==> src/rtl/seg_scan_driver.sv <==
// Multiplexed 4-digit + colon seven-segment scan driver.
// It follows an external scan code, enforces dead time between slots and latches a tear-free frame snapshot.
module seg_scan_driver #(
    parameter int unsigned DEAD_CYCLES = 2,
    parameter logic        ACTIVE_LOW  = 1'b1
) (
    input  logic        clk_i,
    input  logic        reset_i,
    input  logic [2:0]  sel_i,
    input  logic [15:0] digits_i,
    input  logic        colon_i,
    input  logic        blank_lz_i,
    output logic [4:0]  anode_o,
    output logic [6:0]  seg_o,
    output logic        seq_err_o,
    output logic        frame_o
);

    localparam logic [3:0] DEAD_LOAD = 4'(DEAD_CYCLES - 1);
    localparam logic [4:0] ANODE_OFF = {5{ACTIVE_LOW}};
    localparam logic [6:0] SEG_OFF   = {7{ACTIVE_LOW}};

    typedef enum logic [1:0] {RESYNC, DEAD, ON} state_t;

    state_t      state_reg, state_next;
    logic [2:0]  sel_reg;
    logic [3:0]  cnt_reg, cnt_next;
    logic [15:0] snap_digits_reg;
    logic        snap_colon_reg;
    logic        snap_lz_reg;
    logic        err_reg;
    logic        frame_reg;
    logic [4:0]  anode_reg;
    logic [6:0]  seg_reg;

    logic        step, legal, illegal, capture, err_set;
    logic [2:0]  succ;
    logic        succ_valid;
    logic [4:0]  anode_act;
    logic [6:0]  seg_act;
    logic [3:0]  nib [4];
    logic [6:0]  digit_seg [4];
    logic [3:0]  blank;

    function automatic logic [6:0] bcd7(input logic [3:0] v);
        case (v)
            4'd0:    bcd7 = 7'h3F;
            4'd1:    bcd7 = 7'h06;
            4'd2:    bcd7 = 7'h5B;
            4'd3:    bcd7 = 7'h4F;
            4'd4:    bcd7 = 7'h66;
            4'd5:    bcd7 = 7'h6D;
            4'd6:    bcd7 = 7'h7D;
            4'd7:    bcd7 = 7'h07;
            4'd8:    bcd7 = 7'h7F;
            4'd9:    bcd7 = 7'h6F;
            default: bcd7 = 7'h40;
        endcase
    endfunction

    // Leading-zero suppression chains from the most significant digit down; digit0 always shows.
    always_comb begin
        blank    = 4'b0000;
        blank[3] = snap_lz_reg & (nib[3] == 4'd0);
        blank[2] = blank[3] & (nib[2] == 4'd0);
        blank[1] = blank[2] & (nib[1] == 4'd0);
    end

    genvar gi;
    generate
        for (gi = 0; gi < 4; gi++) begin : g_digit
            assign nib[gi]       = snap_digits_reg[gi*4 +: 4];
            assign digit_seg[gi] = blank[gi] ? 7'h00 : bcd7(nib[gi]);
        end
    endgenerate

    always_comb begin
        succ       = 3'b000;
        succ_valid = 1'b1;
        case (sel_reg)
            3'b000:  succ = 3'b001;
            3'b001:  succ = 3'b011;
            3'b011:  succ = 3'b100;
            3'b100:  succ = 3'b010;
            3'b010:  succ = 3'b000;
            default: succ_valid = 1'b0;
        endcase
    end

    assign step    = (sel_i != sel_reg);
    assign legal   = step & succ_valid & (sel_i == succ);
    assign illegal = step & ~legal;

    always_comb begin
        state_next = state_reg;
        cnt_next   = cnt_reg;
        capture    = 1'b0;
        err_set    = 1'b0;
        case (state_reg)
            RESYNC: begin
                if (step && sel_i == 3'b000) begin
                    state_next = DEAD;
                    cnt_next   = DEAD_LOAD;
                    capture    = 1'b1;
                end
            end
            DEAD, ON: begin
                if (illegal) begin
                    state_next = RESYNC;
                    err_set    = 1'b1;
                end else if (legal) begin
                    state_next = DEAD;
                    cnt_next   = DEAD_LOAD;
                    capture    = (sel_i == 3'b000);
                end else if (state_reg == DEAD) begin
                    if (cnt_reg == 4'd0) begin
                        state_next = ON;
                    end else begin
                        cnt_next = cnt_reg - 4'd1;
                    end
                end
            end
            default: state_next = RESYNC;
        endcase
    end

    // Outputs are decoded from the next state so they register in step with the FSM.
    always_comb begin
        anode_act = 5'b00000;
        seg_act   = 7'h00;
        if (state_next == ON) begin
            case (sel_reg)
                3'b000: begin anode_act = 5'b00001; seg_act = digit_seg[0]; end
                3'b001: begin anode_act = 5'b00010; seg_act = digit_seg[1]; end
                3'b011: begin anode_act = 5'b00100; seg_act = digit_seg[2]; end
                3'b100: begin anode_act = 5'b01000; seg_act = digit_seg[3]; end
                3'b010: begin anode_act = 5'b10000; seg_act = snap_colon_reg ? 7'h03 : 7'h00; end
                default: begin anode_act = 5'b00000; seg_act = 7'h00; end
            endcase
        end
    end

    always_ff @(posedge clk_i) begin
        if (reset_i) begin
            state_reg       <= RESYNC;
            sel_reg         <= 3'b000;
            cnt_reg         <= 4'd0;
            snap_digits_reg <= 16'h0000;
            snap_colon_reg  <= 1'b0;
            snap_lz_reg     <= 1'b0;
            err_reg         <= 1'b0;
            frame_reg       <= 1'b0;
            anode_reg       <= ANODE_OFF;
            seg_reg         <= SEG_OFF;
        end else begin
            state_reg <= state_next;
            sel_reg   <= sel_i;
            cnt_reg   <= cnt_next;
            err_reg   <= err_reg | err_set;
            frame_reg <= capture;
            if (capture) begin
                snap_digits_reg <= digits_i;
                snap_colon_reg  <= colon_i;
                snap_lz_reg     <= blank_lz_i;
            end
            anode_reg <= anode_act ^ ANODE_OFF;
            seg_reg   <= seg_act ^ SEG_OFF;
        end
    end

    assign anode_o   = anode_reg;
    assign seg_o     = seg_reg;
    assign seq_err_o = err_reg;
    assign frame_o   = frame_reg;

endmodule

==> config.mk <==
export PLATFORM = sky130hd
export DESIGN_NAME = seg_scan_driver
export DESIGN_NICKNAME = d
export VERILOG_FILES = /design/src/rtl/seg_scan_driver.sv
export SDC_FILE = /design/constraint.sdc
export NUM_CORES = 1
export LEC_CHECK = 0
export ABC_AREA = 1
export BUFFER_PORTS_ARGS = -buffer_cell sky130_fd_sc_hd__buf_2
export CORE_UTILIZATION = 28
export DETAILED_ROUTE_END_ITERATION = 7
export PLACE_DENSITY = 0.42
export SYNTH_ARGS = -nofsm -noshare
export SYNTH_HDL_FRONTEND = slang
export SYNTH_SLANG_ARGS = --single-unit
export TNS_END_PERCENT = 1
==> constraint.sdc <==
create_clock -name clk_i -period 6.62 [get_ports clk_i]
set_input_delay 1.324 -clock clk_i [delete_from_list [all_inputs] [get_ports clk_i]]
set_output_delay 1.324 -clock clk_i [all_outputs]
set_load 0.05 [all_outputs]
==> impl_metrics.env <==
export IMPL_status="completed"
export IMPL_synth_xor_area_share_pct=0.2331
export IMPL_synth_common_cells="nand2_1 (147), dfxtp_1 (69), inv_1 (63)"
export IMPL_muxShareOfSynthArea_pct=0
export IMPL_cts_setup_buffers=0
export IMPL_crit_required_ns=6.89
export IMPL_htree_levels=3
export IMPL_synthesis_nets=557
export IMPL_synth_compound_area_share_pct=5.428
export IMPL_routabilityCongestion=0.7723
export IMPL_coreArea_um2=12880
export IMPL_yosysMostFrequentCell="nand2_1"
export IMPL_vias=3143
export IMPL_use_met2_pct=21.40
export IMPL_busiest_layer="met2"
export IMPL_holdPathStages=1
export IMPL_drt_total_wl_um=8887
export IMPL_max_slew_margin_pct=44.92
export IMPL_grt_max_degree=22
export IMPL_final_util_pct=34.33
export IMPL_drtPass1Iterations=4
export IMPL_fin_nets=593
export IMPL_setup_viol=0
export IMPL_power_leakage_nw=2.083
export IMPL_yosysTopAreaCell="dfxtp_1"
export IMPL_startpoint_type="input pin"
export IMPL_cts_tree="built"
export IMPL_timing_setup_tns_ns=0
export IMPL_synth_async_reset_ratio_pct=0
export IMPL_min_period_ns=3.899
export IMPL_synth_area_um2=3757
export IMPL_synthAdderAreaFrac_pct=9.657
export IMPL_hold_start="seq_err_o"
export IMPL_clockBufferDepth=2
export IMPL_timing_hold_ws_ns=0.4571
export IMPL_synth_top_family_by_area="simple AND/OR/NAND/NOR gates"
export IMPL_met1_usage_pct=18.60
export IMPL_die_x_um=117.8
export IMPL_hold_viol=0
export IMPL_clkTransAtPathRegs_ns=0.05
export IMPL_fmax_mhz=256.4
export IMPL_pre_cts_ws_ns=2.385
export IMPL_root_buffer="clkbuf_16"
export IMPL_die_y_um=117.8
export IMPL_slew_viol_final=0
export IMPL_drtAntennaViolNets=0
export IMPL_die_area_um2=13890
export IMPL_r2r_start="sel_reg[0]"
export IMPL_synthCells=505
export IMPL_cts_sinks=69
export IMPL_ys_flop_type="dfxtp_1"
export IMPL_hpwl_um=6722
export IMPL_drive_gt1_share_pct=18.13
export IMPL_grt_pass1_vias=2946
export IMPL_grt_pass1_wl_um=15010
export IMPL_area_growth_pct=17.65
export IMPL_crit_path_end_kind="register"
export IMPL_rsz0062_at_grt="false"
export IMPL_ir_drop_v=0.0001145
export IMPL_tightestPinTransition_ns=0.8233
export IMPL_synth_area_leaders="dfxtp_1 (37%), nand2_1 (15%), ha_1 (9.7%)"
export IMPL_viasPerCell=4.377
export IMPL_synth_top_area_share_pct=36.76
export IMPL_r2r_slack_ns=3.37
export IMPL_detail_route_wl_per_cell_um=12.38
export IMPL_yosysSeqAreaShare_pct=36.76
export IMPL_insertion_delay_ns=0.33
export IMPL_synth_ff_latch_count=69
export IMPL_fin_crit_sh_pct=58.90
export IMPL_hold_path_class="register to register"
export IMPL_yosys_area_share_simple_pct=38.83
export IMPL_io_buffers=36
export IMPL_crit_path_start="sel_i[0]"
export IMPL_drt_initial_drc_count=93
export IMPL_hold_end="seq_err_o"
export IMPL_power_density_nw_per_um2=256.0
export IMPL_grt_usage_pct=13.90
export IMPL_ff2ff_path_depth=16
export IMPL_cts_hold_buf=0
export IMPL_finalClockSkew_ns=0.007583
export IMPL_critPathMaxFanout=20
export IMPL_cts_inserted_buffers=9
export IMPL_gr_total_overflow=0
export IMPL_start_util_pct=29.18
export IMPL_cts_resized=0
export IMPL_setup_slack_ns=2.721
export IMPL_antenna_found_initial=0
export IMPL_yosysWarnings=0
export IMPL_ys_types=32
export IMPL_ioPinCount=37
export IMPL_crit_type="input pin to register"
export IMPL_cp_arrival_ns=4.17
export IMPL_syn_avg_cell_area_um2=7.440
export IMPL_n_antenna_cell=0
export IMPL_drc=0
export IMPL_num_rows=41
export IMPL_grt_use_met3_pct=3.343
export IMPL_maxCapViolCount=0
export IMPL_synth_edff_count=0
## routing by layer
metal	vias up	part of all wire [%]
li1	1685	-
met1	1380	50
met2	64	45
met3	14	3.4
met4	0	1.8
met5	-	0
## critical path: stages
cell	delay, ns
buf_2	0.12
xnor2_1	0.22
nand3_2	0.15
nand2_1	0.13
inv_2	0.04
nand2_1	0.09
nand2_2	0.22
nand2_2	0.69
nand2_1	0.19
nand2_1	0.12
nand2_1	0.12
ha_1	0.34
inv_1	0.05
nand4_1	0.11
nand2_1	0.11
nand2_1	0.05
nand2_1	0.05
## per-stage QoR
stage | total power [W] | area (µm²) | cells
global route | 0.001195 | 4420 | 718
finish | 0.001132 | 4420 | 718
global placement | 0.0006214 | 4089 | 702
detailed placement | 0.0006201 | 4089 | 702
floorplan | 0.0005796 | 3757 | 505
CTS | 0.001151 | 4420 | 718
## worst max path at each step
stage / endpoint / slack (ns) / depth (start not counted)
floorplan: register / 3.51 / 16
global placement: register / 2.49 / 16
detailed placement: register / 2.39 / 18
CTS: register / 2.72 / 17
global route: digit_seg[26] / 2.36 / 16
finish: register / 2.72 / 17
## power breakdown
part / internal [W] / leakage [nW] / switching, W
combinational: 0.0000499 / 1.36 / 0.0000994
clock: 0.000343 / 0.161 / 0.000180
sequential: 0.000447 / 0.567 / 0.0000127
total: 0.000840 / 2.08 / 0.000292
## placed cells by master, fill, tap and decap left out, drive strengths merged
cell        n
a211oi      3
a21oi      17
a31oi       2
a32oi       1
and3        1
buf        38
bufinv      1
clkbuf     14
clkinvlp    1
dfxtp      69
ha         29
inv        70
nand2     161
nand3      55
nand4      21
nor2       40
nor3        4
nor4        4
o211ai      1
o21a        1
o21ai      12
xnor2       1
## cells by family (layout without fill, tap and decap cells)
| logic type | after synthesis | in the layout |
|---|---|---|
| compound gates | 37 | 37 |
| buf+inv | 83 | 124 |
| flops | 69 | 69 |
| simple gates | 286 | 286 |
| fa+ha+maj | 29 | 29 |
| xor+xnor | 1 | 1 |
## cell type report
cell class,count,area [µm²]
Tap cell,172,215.2
Clock buffer,14,294.0
Clock inverter,2,37.54
Fill cell,1400,8456
Timing Repair Buffer,38,195.2
Sequential cell,69,1381
Multi-Input combinational cell,353,2034
Inverter,70,262.8
Note: power is estimated with default switching activity, not from simulation.
